[src/rtl/pll_mdrp_pkg.sv]
// Shared MDRP definitions: opcode encoding, bus widths and lock-timer state type.
package pll_mdrp_pkg;

  localparam int MDRP_DATA_W = 8;
  localparam int MDRP_ADDR_W = 8;

  typedef enum logic [1:0] {
    MDOPC_NOP   = 2'b00,
    MDOPC_WRITE = 2'b01,
    MDOPC_READ  = 2'b10,
    MDOPC_ADDR  = 2'b11
  } mdrp_opc_t;

  typedef enum logic {
    LOCK_LOCKING = 1'b0,
    LOCK_LOCKED  = 1'b1
  } lock_state_t;

endpackage

[src/rtl/pll_lock_timer.sv]
// Emulated PLL lock: counts LOCK_DELAY cycles after reset or the last restart, then locks.
module pll_lock_timer
  import pll_mdrp_pkg::*;
#(
  parameter int LOCK_DELAY = 1000
) (
  input  logic        i_clk,
  input  logic        i_rst,
  input  logic        i_restart,
  output logic        o_lock,
  output lock_state_t o_state
);

  localparam int CW = $clog2(LOCK_DELAY + 1);
  localparam logic [CW-1:0] LOAD_VAL = CW'(LOCK_DELAY);
  localparam logic [CW-1:0] ONE      = CW'(1);

  lock_state_t   r_state;
  lock_state_t   w_state_nxt;
  logic [CW-1:0] r_cnt;
  logic [CW-1:0] w_cnt_nxt;

  always_ff @(posedge i_clk or posedge i_rst) begin
    if (i_rst) begin
      r_state <= LOCK_LOCKING;
      r_cnt   <= LOAD_VAL;
    end else begin
      r_state <= w_state_nxt;
      r_cnt   <= w_cnt_nxt;
    end
  end

  // A restart wins over the countdown, so lock drops the cycle after the write.
  always_comb begin
    w_state_nxt = r_state;
    w_cnt_nxt   = r_cnt;
    if (i_restart) begin
      w_state_nxt = LOCK_LOCKING;
      w_cnt_nxt   = LOAD_VAL;
    end else begin
      case (r_state)
        LOCK_LOCKING: begin
          if (r_cnt == ONE) w_state_nxt = LOCK_LOCKED;
          else              w_cnt_nxt   = r_cnt - ONE;
        end
        LOCK_LOCKED: ;
        default: w_state_nxt = LOCK_LOCKING;
      endcase
    end
  end

  assign o_lock  = (r_state == LOCK_LOCKED);
  assign o_state = r_state;

endmodule

[src/rtl/pll_mdrp_responder.sv]
// MDRP responder: byte-addressed config register file with address auto-increment,
// registered read data, sticky write-error flag and an emulated PLL lock.
module pll_mdrp_responder
  import pll_mdrp_pkg::*;
#(
  parameter int           DEPTH       = 64,
  parameter int           LOCK_DELAY  = 1000,
  parameter logic [511:0] RESET_IMAGE = 512'h0,
  parameter logic [63:0]  WRITE_MASK  = 64'hFFFF_FFFF_FFFF_FFFF
) (
  input  logic                   mdclk,
  input  logic                   reset,
  input  logic [1:0]             mdopc,
  input  logic                   mdainc,
  input  logic [MDRP_DATA_W-1:0] mdwdi,
  output logic [MDRP_DATA_W-1:0] mdrdo,
  output logic                   lock,
  input  logic [MDRP_ADDR_W-1:0] cfg_raddr,
  output logic [MDRP_DATA_W-1:0] cfg_rdata,
  output logic                   cfg_update,
  output logic                   wr_err
);

  localparam int AW = (DEPTH > 1) ? $clog2(DEPTH) : 1;
  // Registers beyond the 64 bytes carried by RESET_IMAGE reset to zero.
  localparam logic [8*256-1:0] IMG_FULL = {{(8*256-512){1'b0}}, RESET_IMAGE};

  logic [MDRP_DATA_W-1:0] r_regs [DEPTH];
  logic [MDRP_ADDR_W-1:0] r_addr;
  logic [MDRP_DATA_W-1:0] r_rdo;
  logic                   r_cfg_update;
  logic                   r_wr_err;

  mdrp_opc_t              w_opc;
  logic                   w_in_range;
  logic                   w_writable;
  logic                   w_wr_accept;
  logic                   w_wr_reject;
  logic [MDRP_DATA_W-1:0] w_rd_data;
  logic                   w_cfg_in_range;
  logic                   w_lock;
  lock_state_t            w_lock_state;

  // No back-pressure: every mdclk edge consumes exactly one opcode.
  assign w_opc       = mdrp_opc_t'(mdopc);
  assign w_in_range  = ({1'b0, r_addr} < 9'(DEPTH));
  assign w_writable  = (r_addr < 8'd64) ? WRITE_MASK[r_addr[5:0]] : 1'b1;
  assign w_wr_accept = (w_opc == MDOPC_WRITE) && w_in_range && w_writable;
  assign w_wr_reject = (w_opc == MDOPC_WRITE) && !(w_in_range && w_writable);
  assign w_rd_data   = w_in_range ? r_regs[r_addr[AW-1:0]] : 8'h00;

  assign w_cfg_in_range = ({1'b0, cfg_raddr} < 9'(DEPTH));
  assign cfg_rdata      = w_cfg_in_range ? r_regs[cfg_raddr[AW-1:0]] : 8'h00;

  always_ff @(posedge mdclk or posedge reset) begin
    if (reset) begin
      for (int i = 0; i < DEPTH; i++) r_regs[i] <= IMG_FULL[8*i +: 8];
    end else if (w_wr_accept) begin
      r_regs[r_addr[AW-1:0]] <= mdwdi;
    end
  end

  always_ff @(posedge mdclk or posedge reset) begin
    if (reset) begin
      r_addr       <= '0;
      r_rdo        <= '0;
      r_cfg_update <= 1'b0;
      r_wr_err     <= 1'b0;
    end else begin
      r_cfg_update <= w_wr_accept;
      if (w_wr_reject) r_wr_err <= 1'b1;
      case (w_opc)
        MDOPC_ADDR:  r_addr <= mdwdi;
        MDOPC_WRITE: if (mdainc) r_addr <= r_addr + 8'd1;
        MDOPC_READ: begin
          r_rdo <= w_rd_data;
          if (mdainc) r_addr <= r_addr + 8'd1;
        end
        default: ;
      endcase
    end
  end

  pll_lock_timer #(
    .LOCK_DELAY(LOCK_DELAY)
  ) u_lock_timer (
    .i_clk    (mdclk),
    .i_rst    (reset),
    .i_restart(w_wr_accept),
    .o_lock   (w_lock),
    .o_state  (w_lock_state)
  );

  assign mdrdo      = r_rdo;
  assign cfg_update = r_cfg_update;
  assign wr_err     = r_wr_err;
  assign lock       = w_lock && (w_lock_state == LOCK_LOCKED);

endmodule

[config.mk]
export PLATFORM = sky130hd
export DESIGN_NAME = pll_mdrp_responder
export DESIGN_NICKNAME = d
export VERILOG_FILES = /design/src/rtl/pll_mdrp_pkg.sv /design/src/rtl/pll_lock_timer.sv /design/src/rtl/pll_mdrp_responder.sv
export SDC_FILE = /design/constraint.sdc
export NUM_CORES = 1
export LEC_CHECK = 0
export CAP_MARGIN = 40
export CELL_PAD_IN_SITES_DETAIL_PLACEMENT = 1
export CELL_PAD_IN_SITES_GLOBAL_PLACEMENT = 2
export CORE_UTILIZATION = 46
export CTS_CLUSTER_SIZE = 10
export DETAILED_ROUTE_END_ITERATION = 10
export HOLD_SLACK_MARGIN = 0.06
export PLACE_DENSITY_LB_ADDON = 0.3
export REMOVE_ABC_BUFFERS = 1
export SKIP_CTS_REPAIR_TIMING = 1
export SYNTH_ARGS = -nofsm -noshare
export SYNTH_HDL_FRONTEND = slang
export SYNTH_SLANG_ARGS = --single-unit
export TNS_END_PERCENT = 10
[constraint.sdc]
create_clock -name mdclk -period 22.2 [get_ports mdclk]
set_input_delay 2.22 -clock mdclk [delete_from_list [all_inputs] [get_ports mdclk]]
set_output_delay 2.22 -clock mdclk [all_outputs]
set_load 0.1 [all_outputs]
==> metrics.log <==
[metrics] Cell Count, Final, Fillers Out: 3015
[metrics] clk root buf: sky130_fd_sc_hd__clkbuf_16
[metrics] clock buffer count from CTS: 67
[metrics] GP Congestion: roughly 0.95
[metrics] global-route wire length before repair: 156000 um
[metrics] count of distinct cell types in the synthesized netlist: 64
[metrics] total detailed-routing wirelength: ~100000 um
[metrics] worst hold path class: flip-flop to flip-flop
[metrics] Total Negative Setup Slacks: 0 ns
[metrics] initial core utilization: 46.6%
[metrics] CP most frequent cell: sky130_fd_sc_hd__mux4_2
[metrics] via count of the first global-routing pass: 21700
[metrics] most numerous cell types in the synthesized netlist: sky130_fd_sc_hd__mux2_2, sky130_fd_sc_hd__dfrtp_1, sky130_fd_sc_hd__mux4_2
[metrics] sequential element share of the synthesized area: 46.1%
[metrics] IR Drop Worst-Case VDD: approximately 0.06 mV
[metrics] endpoint of the lowest-slack register-to-register path: mdrdo[3]
[metrics] fraction of synthesized cell area in xor and xnor cells: less than 1%
[metrics] die extent in y: 255 um
[metrics] I/O Buffers: 39
[metrics] number of nets with antenna violations after routing: 0
[metrics] data arrival time at the worst-slack endpoint: 6.21 ns
[metrics] RSZ-0062 raised after global routing: no
[metrics] floorplan core area: ~0.063 mm2
[metrics] startpoint of the worst setup timing path: cfg_raddr[1]
[metrics] Post-Synthesis Cell Area: 0.0294 mm2
[metrics] number of antenna violations at the first check in global routing: 2
[metrics] FF-to-FF path depth: 8
[metrics] clock tree from TritonCTS: built
[metrics] count of final setup violators: 0
[metrics] Cell Count Post-Placement: 2914
[metrics] peak fanout along the critical path: 72
[metrics] Setup crit start kind: input pin
[metrics] final hold viol count: 0
[metrics] Die ar.: 0.0649 mm2
[metrics] Area growth syn-to-layout: 11.4%
[metrics] minimum hold slack: between 0.5 and 0.6 ns
[metrics] area share of the largest cell type after synthesis: between 40 and 50%
[metrics] FILL cells: 6181
[metrics] number of iterations in the first detailed-routing pass: 5
[metrics] Crit. End Element: output port
[metrics] via count: 20700
[metrics] library cell with the highest instance count after synthesis: sky130_fd_sc_hd__mux2_2
[metrics] sum of buffers and inverters on the critical path: 5
[metrics] DPL Wire Length: between 60000 and 70000 um
[metrics] post-synthesis adder-cell area fraction: less than 1%
[metrics] cell area reported after detailed placement: 0.0307 mm2
[metrics] post-layout minimum cycle time: 8.43 ns
[metrics] floorplan die width: 255 um
[metrics] layout cells sized above 1: 46.1%
[metrics] CP max stage delay: 0.85 ns
[metrics] power density over cell area: 87.6 mW/mm2
[metrics] main combinational cell family by area after synthesis: multiplexers
[metrics] leading register cell type out of synthesis: sky130_fd_sc_hd__dfrtp_1
[metrics] launching point of the worst reg2reg path: r_addr[1]
[metrics] largest net degree at the start of global routing: roughly 170
[metrics] Layout Skew: 0.0351 ns
[metrics] drc violations: 0
[metrics] worst setup path category: input pin to output port
[metrics] kind of cell with the highest combined delay on the critical path: buffers and inverters
[metrics] YS warnings: 0
[metrics] post-layout net count: 2166
[metrics] flops & latches, synth: 541
[metrics] worst relative slew slack: 27.2%
[metrics] I/O pin cnt: 40
[metrics] Slowest-stage cell, CP: sky130_fd_sc_hd__buf_4
[metrics] required time reported for the critical path endpoint: 19.98 ns
[metrics] post-synth top area cell: sky130_fd_sc_hd__dfrtp_1
[metrics] Simple-Gate Fraction of Synth Area: 4.66%
[metrics] overflow left after global routing: 0
[metrics] post-layout utilization of the core: 51.9%
[metrics] GRT Util Overall: between 30% and 40%
[metrics] number of enable flip-flop cells after synthesis: 0
[metrics] Area contributors post-synth: sky130_fd_sc_hd__dfrtp_1, sky130_fd_sc_hd__mux2_2, sky130_fd_sc_hd__mux4_2
[metrics] Syn Area/Cell: 13.8 um2
[metrics] 1st-iter DRT viols: between 2000 and 2500
[metrics] drt via density: 6.88
[metrics] # rows: a little over 90
[metrics] Routed wire per std cell: between 30 and 40 um
[metrics] share of flip-flops with an asynchronous set or reset: 100%
[metrics] actual slew at the worst max-slew pin: about 1.1 ns
[metrics] Compound-Gate Fraction of Synth Area: under 10%
[metrics] final worst path period share: 38.0%
[metrics] worst-case register-to-register setup slack: approximately 18 ns
[metrics] clock-pin slew of the registers on the worst-case setup and hold paths: 0.06 ns
[metrics] ordered list of cells on the worst path: buf_6, buf_4, mux4_2, mux4_2, nand2_1, o311ai_0, buf_1, clkdlybuf4s50_1, buf_8
[metrics] number of cells on the critical path: 9
[metrics] multiplexer fraction of the synthesized cell area: between 30% and 40%
[metrics] count of H-tree levels built during CTS: 3
[metrics] max_cap viols: 0
[metrics] Final Instance Area: 0.0327 mm2
[metrics] max-slew violation count: 0
[metrics] Peak Freq: 119 MHz
[metrics] clock tree sinks: 541
[metrics] end point of the critical path: cfg_rdata[6]
[metrics] gate count after technology mapping: 2135
[metrics] leakage power total: approximately 15 nW
[metrics] source-to-sink clock delay at the later pin of the worst-skew pair: 0.62 ns
[metrics] outcome: completed
[metrics] CTS max path bufs: 3
layer usage:
layer,up-vias,wire (um),GRT usage [%],share of wire [%]
li1,8217,-,-,-
met1,11200,42600,45.4,41
met2,1035,48300,51.7,46
met3,281,8600,7.16,8.2
met4,2,5170,15.0,4.9
met5,-,13,0,0.012
placed cells by master (no fill, tap or decap), types with 7 or more instances in the layout:
cell                              synthesis  layout
sky130_fd_sc_hd__clkbuf_8                 0       7
sky130_fd_sc_hd__a31oi_1                 13      13
sky130_fd_sc_hd__mux2_2                 561     561
sky130_fd_sc_hd__and2_1                   6       7
sky130_fd_sc_hd__a211oi_1                 7       7
sky130_fd_sc_hd__a32oi_1                  8       8
sky130_fd_sc_hd__nor2_2                  16      17
sky130_fd_sc_hd__buf_2                   51      10
sky130_fd_sc_hd__buf_8                    0      25
sky130_fd_sc_hd__clkdlybuf4s50_1          0      28
sky130_fd_sc_hd__mux4_2                 180     180
sky130_fd_sc_hd__a21oi_1                 48      48
sky130_fd_sc_hd__nor2_1                  59      58
sky130_fd_sc_hd__clkbuf_16                0      70
sky130_fd_sc_hd__a22oi_1                 58      58
sky130_fd_sc_hd__mux2i_1                 66      66
sky130_fd_sc_hd__clkbuf_1                78      18
sky130_fd_sc_hd__a221oi_1                51      51
sky130_fd_sc_hd__buf_4                   21      45
sky130_fd_sc_hd__nand3_1                 19      19
sky130_fd_sc_hd__o22ai_1                 19      19
sky130_fd_sc_hd__inv_1                   10       8
sky130_fd_sc_hd__and3_1                  12      12
sky130_fd_sc_hd__o21ai_0                 47      47
sky130_fd_sc_hd__nor2b_1                 18      16
sky130_fd_sc_hd__o211ai_1                 8       8
sky130_fd_sc_hd__nand2_1                 48      48
sky130_fd_sc_hd__a221o_1                 11      11
sky130_fd_sc_hd__nand2_2                 49      49
sky130_fd_sc_hd__dfrtp_1                535     532
sky130_fd_sc_hd__mux2_1                  15      15
sky130_fd_sc_hd__a22o_1                   9       9
layout make-up:
type                       count  area (um2)  share of cell area, %
tap                          846        1060                   3.23
multi-input combinational   1401       14900                   45.5
inverter                      12        52.6                  0.161
timing repair buffer         116        1190                   3.64
clock inverter                 3        51.3                  0.157
antenna                        1        2.50                0.00765
clock buffer                  95        1920                   5.85
sequential                   541       13600                   41.4
report_power, final:
part | leakage (nW) | switching (mW) | internal, mW
combinational | 6.53 | 0.431 | 0.240
sequential | 7.47 | 0.101 | 1.07
clock | 0.959 | 0.421 | 0.603
total | 15.0 | 0.954 | 1.91
worst min path at each step:
stage | from | endpoint | cells past startpoint
floorplan | r_regs[164] | r_regs[164] | 1
global placement | wr_err | wr_err | 1
detailed placement | wr_err | wr_err | 1
CTS | wr_err | wr_err | 1
global route | wr_err | wr_err | 1
finish | wr_err | wr_err | 1
sequential cells by signal, indices dropped and copies added, names as in the netlist:
| signal | count |
|---|---|
| cfg_update | 1 |
| r_regs | 512 |
| u_lock_timer.r_cnt | 10 |
| wr_err | 1 |
| u_lock_timer.o_lock | 1 |
| mdrdo | 8 |
| r_addr | 8 |
worst register-to-register path, stage by stage, from the launching register on:
cell and delay, ns:
sky130_fd_sc_hd__dfrtp_4 0.74, sky130_fd_sc_hd__buf_4 0.68, sky130_fd_sc_hd__buf_4 0.73, sky130_fd_sc_hd__mux4_2 0.52, sky130_fd_sc_hd__a32oi_1 0.56, sky130_fd_sc_hd__o211ai_1 0.31, sky130_fd_sc_hd__a311oi_1 0.35, sky130_fd_sc_hd__and3_1 0.38
sky130_fd_sc_hd__a41oi_1 0.17
per-stage QoR:
step	power [mW]	setup slack, ns
finish	2.87	13.77
global placement	1.81	13.44
detailed placement	1.84	13.87
CTS	2.87	13.83
global route	2.95	13.66
floorplan	1.54	4.87
cells by family after synthesis:
| family | Yosys count |
|---|---|
| buffers and inverters | 193 |
| XOR/XNOR | 5 |
| adder cells (fa/ha/maj) | 6 |
| flip-flops | 541 |
| AND/OR/NAND/NOR | 259 |
| AO/OA/AOI/OAI | 309 |
| multiplexers | 822 |
Power figures use the tool's default switching activity.
